$ cat src/rtl/led_seq_pkg.sv
// Shared types and widths for the LED sequencer: display modes, shift direction
// and datapath widths.
package led_seq_pkg;

  localparam int PRESC_W = 26;
  localparam int LED_W   = 8;

  typedef enum logic [1:0] {
    MODE_UP    = 2'd0,
    MODE_DOWN  = 2'd1,
    MODE_SHIFT = 2'd2,
    MODE_PAUSE = 2'd3
  } mode_e;

  typedef enum logic {
    DIR_LEFT  = 1'b0,
    DIR_RIGHT = 1'b1
  } dir_e;

  function automatic mode_e next_mode(input mode_e m);
    return mode_e'(m + 2'd1);
  endfunction

endpackage

$ cat src/rtl/button_debounce.sv
// Raw push button -> two-flop synchroniser -> stable-level debounce -> one-cycle
// press pulse on each accepted rising level.
module button_debounce #(
  parameter int DEBOUNCE_CYCLES = 1_000_000
) (
  input  logic clk,
  input  logic switch,
  input  logic btn_in,
  output logic press
);

  localparam int CNT_W = (DEBOUNCE_CYCLES < 2) ? 1 : $clog2(DEBOUNCE_CYCLES);

  logic             sync1_q;
  logic             sync2_q;
  logic             level_q;
  logic             level_prev_q;
  logic             press_q;
  logic [CNT_W-1:0] cnt_q;

  always_ff @(posedge clk) begin
    if (switch) begin
      sync1_q      <= 1'b0;
      sync2_q      <= 1'b0;
      level_q      <= 1'b0;
      level_prev_q <= 1'b0;
      press_q      <= 1'b0;
      cnt_q        <= '0;
    end else begin
      sync1_q <= btn_in;
      sync2_q <= sync1_q;
      // Any sample that agrees with the accepted level restarts the stable count.
      if (sync2_q == level_q) begin
        cnt_q <= '0;
      end else if (cnt_q == CNT_W'(DEBOUNCE_CYCLES - 1)) begin
        level_q <= sync2_q;
        cnt_q   <= '0;
      end else begin
        cnt_q <= cnt_q + CNT_W'(1);
      end
      level_prev_q <= level_q;
      press_q      <= level_q & ~level_prev_q;
    end
  end

  assign press = press_q;

endmodule

$ cat src/rtl/led_sequencer_ctrl.sv
// 8-LED display controller: debounced mode/speed buttons, power-of-two step-rate
// prescaler and a mode FSM driving count-up, count-down, bounce-shift or pause.
module led_sequencer_ctrl
  import led_seq_pkg::*;
#(
  parameter int CLK_HZ          = 50_000_000,
  parameter int DEBOUNCE_CYCLES = 1_000_000
) (
  input  logic             clk,
  input  logic             switch,
  input  logic             btn_mode,
  input  logic             btn_speed,
  output logic [LED_W-1:0] led,
  output logic             tick,
  output logic [1:0]       mode,
  output logic [1:0]       speed
);

  logic               press_mode;
  logic               press_speed;
  logic [LED_W-1:0]   led_q;
  logic [LED_W-1:0]   led_step_d;
  logic               tick_q;
  mode_e              mode_q;
  logic [1:0]         speed_q;
  logic [PRESC_W-1:0] cnt_q;
  logic [PRESC_W-1:0] term;
  dir_e               dir_q;
  dir_e               dir_step_d;

  button_debounce #(.DEBOUNCE_CYCLES(DEBOUNCE_CYCLES)) u_mode_db (
    .clk    (clk),
    .switch (switch),
    .btn_in (btn_mode),
    .press  (press_mode)
  );

  button_debounce #(.DEBOUNCE_CYCLES(DEBOUNCE_CYCLES)) u_speed_db (
    .clk    (clk),
    .switch (switch),
    .btn_in (btn_speed),
    .press  (press_speed)
  );

  assign term = PRESC_W'((CLK_HZ >> speed_q) - 1);

  // LED value and direction that a tick would produce in the current mode.
  always_comb begin
    led_step_d = led_q;
    dir_step_d = dir_q;
    case (mode_q)
      MODE_UP:   led_step_d = led_q + LED_W'(1);
      MODE_DOWN: led_step_d = led_q - LED_W'(1);
      MODE_SHIFT: begin
        if (dir_q == DIR_LEFT) begin
          led_step_d = led_q << 1;
          if (led_step_d == LED_W'(8'h80)) dir_step_d = DIR_RIGHT;
        end else begin
          led_step_d = led_q >> 1;
          if (led_step_d == LED_W'(8'h01)) dir_step_d = DIR_LEFT;
        end
      end
      default: ;
    endcase
  end

  always_ff @(posedge clk) begin
    if (switch) begin
      led_q   <= '0;
      tick_q  <= 1'b0;
      mode_q  <= MODE_UP;
      speed_q <= 2'd0;
      cnt_q   <= '0;
      dir_q   <= DIR_LEFT;
    end else if (press_mode || press_speed) begin
      // A press restarts the rate period and suppresses any coincident step.
      cnt_q  <= '0;
      tick_q <= 1'b0;
      if (press_mode) begin
        mode_q <= next_mode(mode_q);
        if (next_mode(mode_q) == MODE_SHIFT) begin
          led_q <= LED_W'(8'h01);
          dir_q <= DIR_LEFT;
        end
      end
      if (press_speed) speed_q <= speed_q + 2'd1;
    end else if (mode_q == MODE_PAUSE) begin
      cnt_q  <= '0;
      tick_q <= 1'b0;
    end else if (cnt_q == term) begin
      cnt_q  <= '0;
      tick_q <= 1'b1;
      led_q  <= led_step_d;
      dir_q  <= dir_step_d;
    end else begin
      cnt_q  <= cnt_q + PRESC_W'(1);
      tick_q <= 1'b0;
    end
  end

  assign led   = led_q;
  assign tick  = tick_q;
  assign mode  = mode_q;
  assign speed = speed_q;

endmodule

$ cat config.mk
export PLATFORM = sky130hd
export DESIGN_NAME = led_sequencer_ctrl
export DESIGN_NICKNAME = d
export VERILOG_FILES = /design/src/rtl/led_seq_pkg.sv /design/src/rtl/button_debounce.sv /design/src/rtl/led_sequencer_ctrl.sv
export SDC_FILE = /design/constraint.sdc
export NUM_CORES = 1
export LEC_CHECK = 0
export CORE_MARGIN = 4
export CORE_UTILIZATION = 40
export DETAILED_ROUTE_END_ITERATION = 10
export DONT_BUFFER_PORTS = 1
export HOLD_SLACK_MARGIN = 0.15
export REMOVE_ABC_BUFFERS = 1
export SETUP_SLACK_MARGIN = 0.02
export SYNTH_ARGS = -nofsm -noshare
export SYNTH_HDL_FRONTEND = slang
export SYNTH_HIERARCHICAL = 1
export SYNTH_SLANG_ARGS = --single-unit
$ cat constraint.sdc
create_clock -name clk -period 2.55 [get_ports clk]
set_clock_uncertainty 0.05 [all_clocks]
set_input_delay 0.3825 -clock clk [delete_from_list [all_inputs] [get_ports clk]]
set_output_delay 0.3825 -clock clk [all_outputs]
set_load 0.05 [all_outputs]
* Word level (Yosys, flattened, before mapping)
Cells that the tools add are included.
Operators by class: bitwise gates (word level) 6, reduce and logical (&&, ||, !) cells 15, add/subtract/negate cells 8, equality and inequality tests 14, multiplexer cells 17, shift-type cells 1
Operators by type and width (count):
- $mux W8 | 6
- $add A20 B1 Y20 const B | 2
- $eq A20 B20 Y1 const B | 2
- $add A26 B1 Y26 const B | 1
- $eq A26 B26 Y1 | 1
- $shr A26 B2 Y26 const A | 1
- $sub A26 B2 Y26 const B | 1
- $pmux W8 S3 | 1
- $mux W1 | 10
- $reduce_and A5 Y1 | 2
- $reduce_or A3 Y1 | 3
- $add A8 B1 Y8 const B | 1
- $reduce_and A2 Y1 | 4
- $sub A8 B1 Y8 const B | 1
- $eq A7 B1 Y1 const B | 1
- $eq A7 B7 Y1 const B | 1
- $eq A2 B2 Y1 const B | 3
- $add A2 B1 Y2 const B | 2
- $ne A2 B1 Y1 const B | 2
- $not A1 Y1 | 4
- $reduce_bool A2 Y1 | 2
- $reduce_bool A4 Y1 | 1
- $reduce_or A4 Y1 | 1
- $and A1 B1 Y1 | 2
- 5 further kinds | 6
Storage, ports and cells: output and inout bits 13, bits of input ports 4, word-level logic and storage cells 79, register bits after elaboration 90

* Logic depth before layout (Yosys ltp)
depth in word-level cells 7, gate-level depth with buffers 12, depth with buffers taken out 10

* Hierarchy
The synthesis kept the hierarchy.
By module, submodules not included:
- led_sequencer_ctrl | instances 1, cells each 304, area each 2580.0 um2, seq. area each 800.8 um2
- button_debounce | instances 2, cells each 117, area each 1137.3 um2, seq. area each 500.5 um2

* Least setup slack after synthesis
Ideal clock, no wire load.
kind reg2reg, from register speed_q[0] (netlist: speed[0]), to register cnt_q[12] (netlist name), path buffers 2, setup time 115 ps, data required time 2385 ps, cell stages (with the launch flop) 13, arrival time 2539 ps, path slack -154 ps, clock period less this slack 2704 ps, cells stage by stage dfxtp_1 -> inv_1 -> ha_1 -> inv_1 -> ha_1 -> nor3b_1 -> xor2_1 -> nor3_1 -> and4b_1 -> nand2b_1 -> buf_4 -> buf_6 -> nor2_1
RTL lines:
- start, declared | line led_sequencer_ctrl.sv:25 | logic [1:0] speed_q;
- start signal, assigned | line led_sequencer_ctrl.sv:86 | if (press_speed) speed_q <= speed_q + 2'd1;

* Worst setup path in the final report
from register speed_q[1] (netlist: speed[1]), to register led_q[4] (netlist: led[4])
Between the ends: cells in the longest elaborated chain, start to end 5
Ends and longest elaborated chain:
- $shr A26 B2 Y26 | line led_sequencer_ctrl.sv:45 | assign term = PRESC_W'((CLK_HZ >> speed_q) - 1);
- $sub A26 B2 Y26 | line led_sequencer_ctrl.sv:45
- $eq A26 B26 Y1 | line led_sequencer_ctrl.sv:90 | end else if (cnt_q == term) begin
- $reduce_bool A2 Y1 (no source line)
- $reduce_and A5 Y1 (no source line)
- end signal, assigned | line led_sequencer_ctrl.sv:82 | led_q <= LED_W'(8'h01);
- end signal, assigned | line led_sequencer_ctrl.sv:93 | led_q <= led_step_d;
- end, declared | line led_sequencer_ctrl.sv:21 | logic [LED_W-1:0] led_q;
Every way passes these cells. A chain may end at the register's enable or synchronous reset.

==> reports/results.ini <==
[sta]
setup_violations=0
holdWs_ns=0.172
period_needed_ns=2.36
fmax_mhz=424
finalCritPeriodShare=0.925
finalHoldViolations=0
slew_headroom=0.566
worst_pin_slew_ns=0.649
slew_violations=0

[die]
start_util=0.416
die_area_um2=14000
ios=17
die_w_um=118
num_rows=39
core_area_um2=11700
die_h_um=118

[detailed_routing]
ant_nets=0
drt_iter0_markers=152
viasPerCell=5.17
drc_errors=0
routedWlPerCell_um=13.2
num_vias=3661
wirelength_mm=9.36
firstDrtPassIters=4

[worst_setup_path]
worstPathArrival_ns=2.57
r2r-end=led[4]
worstReg2RegStart=speed[1]
path_cells=inv_1 -> ha_1 -> and4bb_2 -> nand4_1 -> xnor2_1 -> and4b_1 -> a21boi_2 -> mux2i_1
slowest_stage=a21boi_2
reg2reg_slack_ns=0.19
startpoint_type=flip-flop
critPathTopFamily=simple AND/OR/NAND/NOR gates
cp_data_required_time_ns=2.76
r2r_cells=8
crit_path_max_incr_delay_ns=0.46
path_max_fanout=7
cp_num_buf_inv=1
endpoint_kind=flip-flop
worstSetupPathType=flip-flop to flip-flop

[layout]
nNetsFinal=587
fin_area_um2=5490
layout-area-overhead-vs-synth_pct=13.1
n_fill_cell=1119
drive_gt1_frac=0.113
antenna_cells=0
seq_area_um2=1800
multiInputGateArea_um2=2910

[yosys]
async_flop_share=0
ys.flop_type=dfxtp_1
netlist-cell-type-count=55
yosys.area.top_type=dfxtp_1
yosys_warnings=6
synth_edf_count=0
syn_avg_cell_area_um2=9.02
synth_area_leaders=dfxtp_1 (37%), xnor2_1 (9.4%), nor2_1 (7.2%)
synthDominantCellAreaShare=0.371
ys_seq_elements=90
synth_cells=538
synth.cell_area_um2=4850
yosysSeqAreaShare=0.371

[power_and_ir_drop]
switching_share=0.214
total_power_mw=2.94
irDropWorstVdd_v=0.000323
cellPowerDensity_nw_per_um2=536
power_frac_comb=0.015
intPower_mw=2.31
power_frac_seq=0.482
p_sw_mw=0.628
p_clk_frac=0.503
p_leak_nw=1.98

[place]
hpwl_mm=6.67
dpl_cell_area_um2=5120
place_congestion=0.784
port_buffers=0

[grt]
overflow=0
grt_max_degree=27
antenna_found_initial=0
grt_usage=0.140
grt_pass1_wl_mm=16.4
grt_pass1_vias=3548

[cts]
insertion_delay_ns=0.34
cts_tree=done
clockBufferDepth=2
cts_sinks=90
numCtsBuffers=9
htree_num_levels=3
clockRootBuffer=clkbuf_16
path_clk_slew_ns=0.07

[min_path]
hold_end=u_mode_db/level_q
whs_path_depth=2
holdCritStartpoint=switch
hold_path.class=input pin to flip-flop

[job]
maxCapViolCount=0

[run_status]
status=completed

==> sequential cells by signal (all words and copies together), names as in the netlist, 2 cells and up <==
signal / cells
cnt_q: 26
led: 8
mode: 2
speed: 2
u_mode_db/cnt_q: 20
u_speed_db/cnt_q: 20
==> routing by layer <==
layer / GRT usage / part of all wire
met1: 0.177 / 0.48
met3: 0.0363 / 0.038
met2: 0.228 / 0.47
met4: 0.0527 / 0.020
met5: 0 / 0
==> stage by stage <==
stage	utilization	setup slack [ns]	setup TNS, ns	std cells
4_1_cts	0.470	0.0654	0	708
3_5_place_dp	0.439	-0.132	-0.686	689
3_3_place_gp	0.439	0.0101	0	689
2_1_floorplan	-	-0.407	-13.23	527
5_1_grt	0.471	-0.00145	-0.00155	708
6_report	0.471	0.190	0	708
==> layout by cell type, fill, tap and decap left out, types with 3 or more instances in the layout <==
| cell type | n |
|---|---|
| nor2_1 | 93 |
| dfxtp_1 | 89 |
| xnor2_1 | 52 |
| nand2_1 | 35 |
| inv_1 | 23 |
| xor2_1 | 23 |
| mux2i_1 | 23 |
| ha_1 | 22 |
| nand3_1 | 21 |
| buf_4 | 18 |
| nand2b_1 | 17 |
| nor3_1 | 15 |
| nand4_1 | 11 |
| nor4_1 | 11 |
| clkbuf_16 | 9 |
| nor2b_1 | 8 |
| a21oi_1 | 8 |
| o21ai_0 | 7 |
| o211ai_1 | 6 |
| nor4_2 | 5 |
| inv_6 | 4 |
| nand4_4 | 4 |
| and4b_1 | 3 |
| and4_1 | 3 |
| o21bai_1 | 3 |
| dlygate4sd3_1 | 3 |
==> what timing repair did <==
item / CTS / global route
buffers inserted: 0 / 0
setup endpoints to repair: 7 / 33
resized for setup: 1 / 2
endpoints found under the hold margin: 8 / 0
hold buffers: 3 / 0
==> cells by family after synthesis <==
logic type / share of synthesized area
simple gates: 0.294
flops: 0.371
xor+xnor: 0.135
compound gates: 0.0588
buf+inv: 0.0322
mux: 0.0474
fa+ha+maj: 0.0608
==> cell type report <==
cell class / instances / share of cell area
repair buffers: 22 / 0.0337
well taps: 143 / 0.0326
inverters: 23 / 0.0157
clock inverters: 7 / 0.0194
flip-flops and latches: 90 / 0.328
clock buffers: 9 / 0.0410
multi-input cells: 414 / 0.529
==> power groups by stage <==
stage | clock, mW | sequential (mW) | combinational, mW
global placement | 0 | 1.45 | 0.0369
detailed placement | 0 | 1.45 | 0.0374
finish | 1.48 | 1.42 | 0.0427
CTS | 1.52 | 1.42 | 0.0435
global route | 1.58 | 1.42 | 0.0480
floorplan | 0 | 1.45 | 0.0271
==> cells in the mapped netlist, drive strengths merged (2+ instances only) <==
library cell  number
nand3             23
and3               4
nand2             35
xnor2             52
ha                22
nor2              93
clkbuf             5
nor3b              2
o21bai             3
nand4             17
o22ai              2
dfxtp             90
nor3              15
and2               2
nand2b            19
or2                3
nor4b              2
and4               3
buf                6
a31o               2
a2111oi            2
a21oi              8
mux2i             23
nor2b              8
o211ai             6
inv               23
nand3b             2
o21ai              7
xor2              23
and4b              3
o41ai              2
nor4              18
==> worst max-delay path by stage <==
stage          startpoint        end  depth (start not counted)
6_report         speed[1]     led[4]                          8
5_1_grt          speed[0]     led[4]                         10
4_1_cts          speed[1]     led[4]                          8
3_5_place_dp     speed[1]     led[4]                          8
3_3_place_gp     speed[1]     led[1]                          8
2_1_floorplan    speed[0]  cnt_q[10]                         10
No activity file was read; power rests on OpenSTA's default activity.
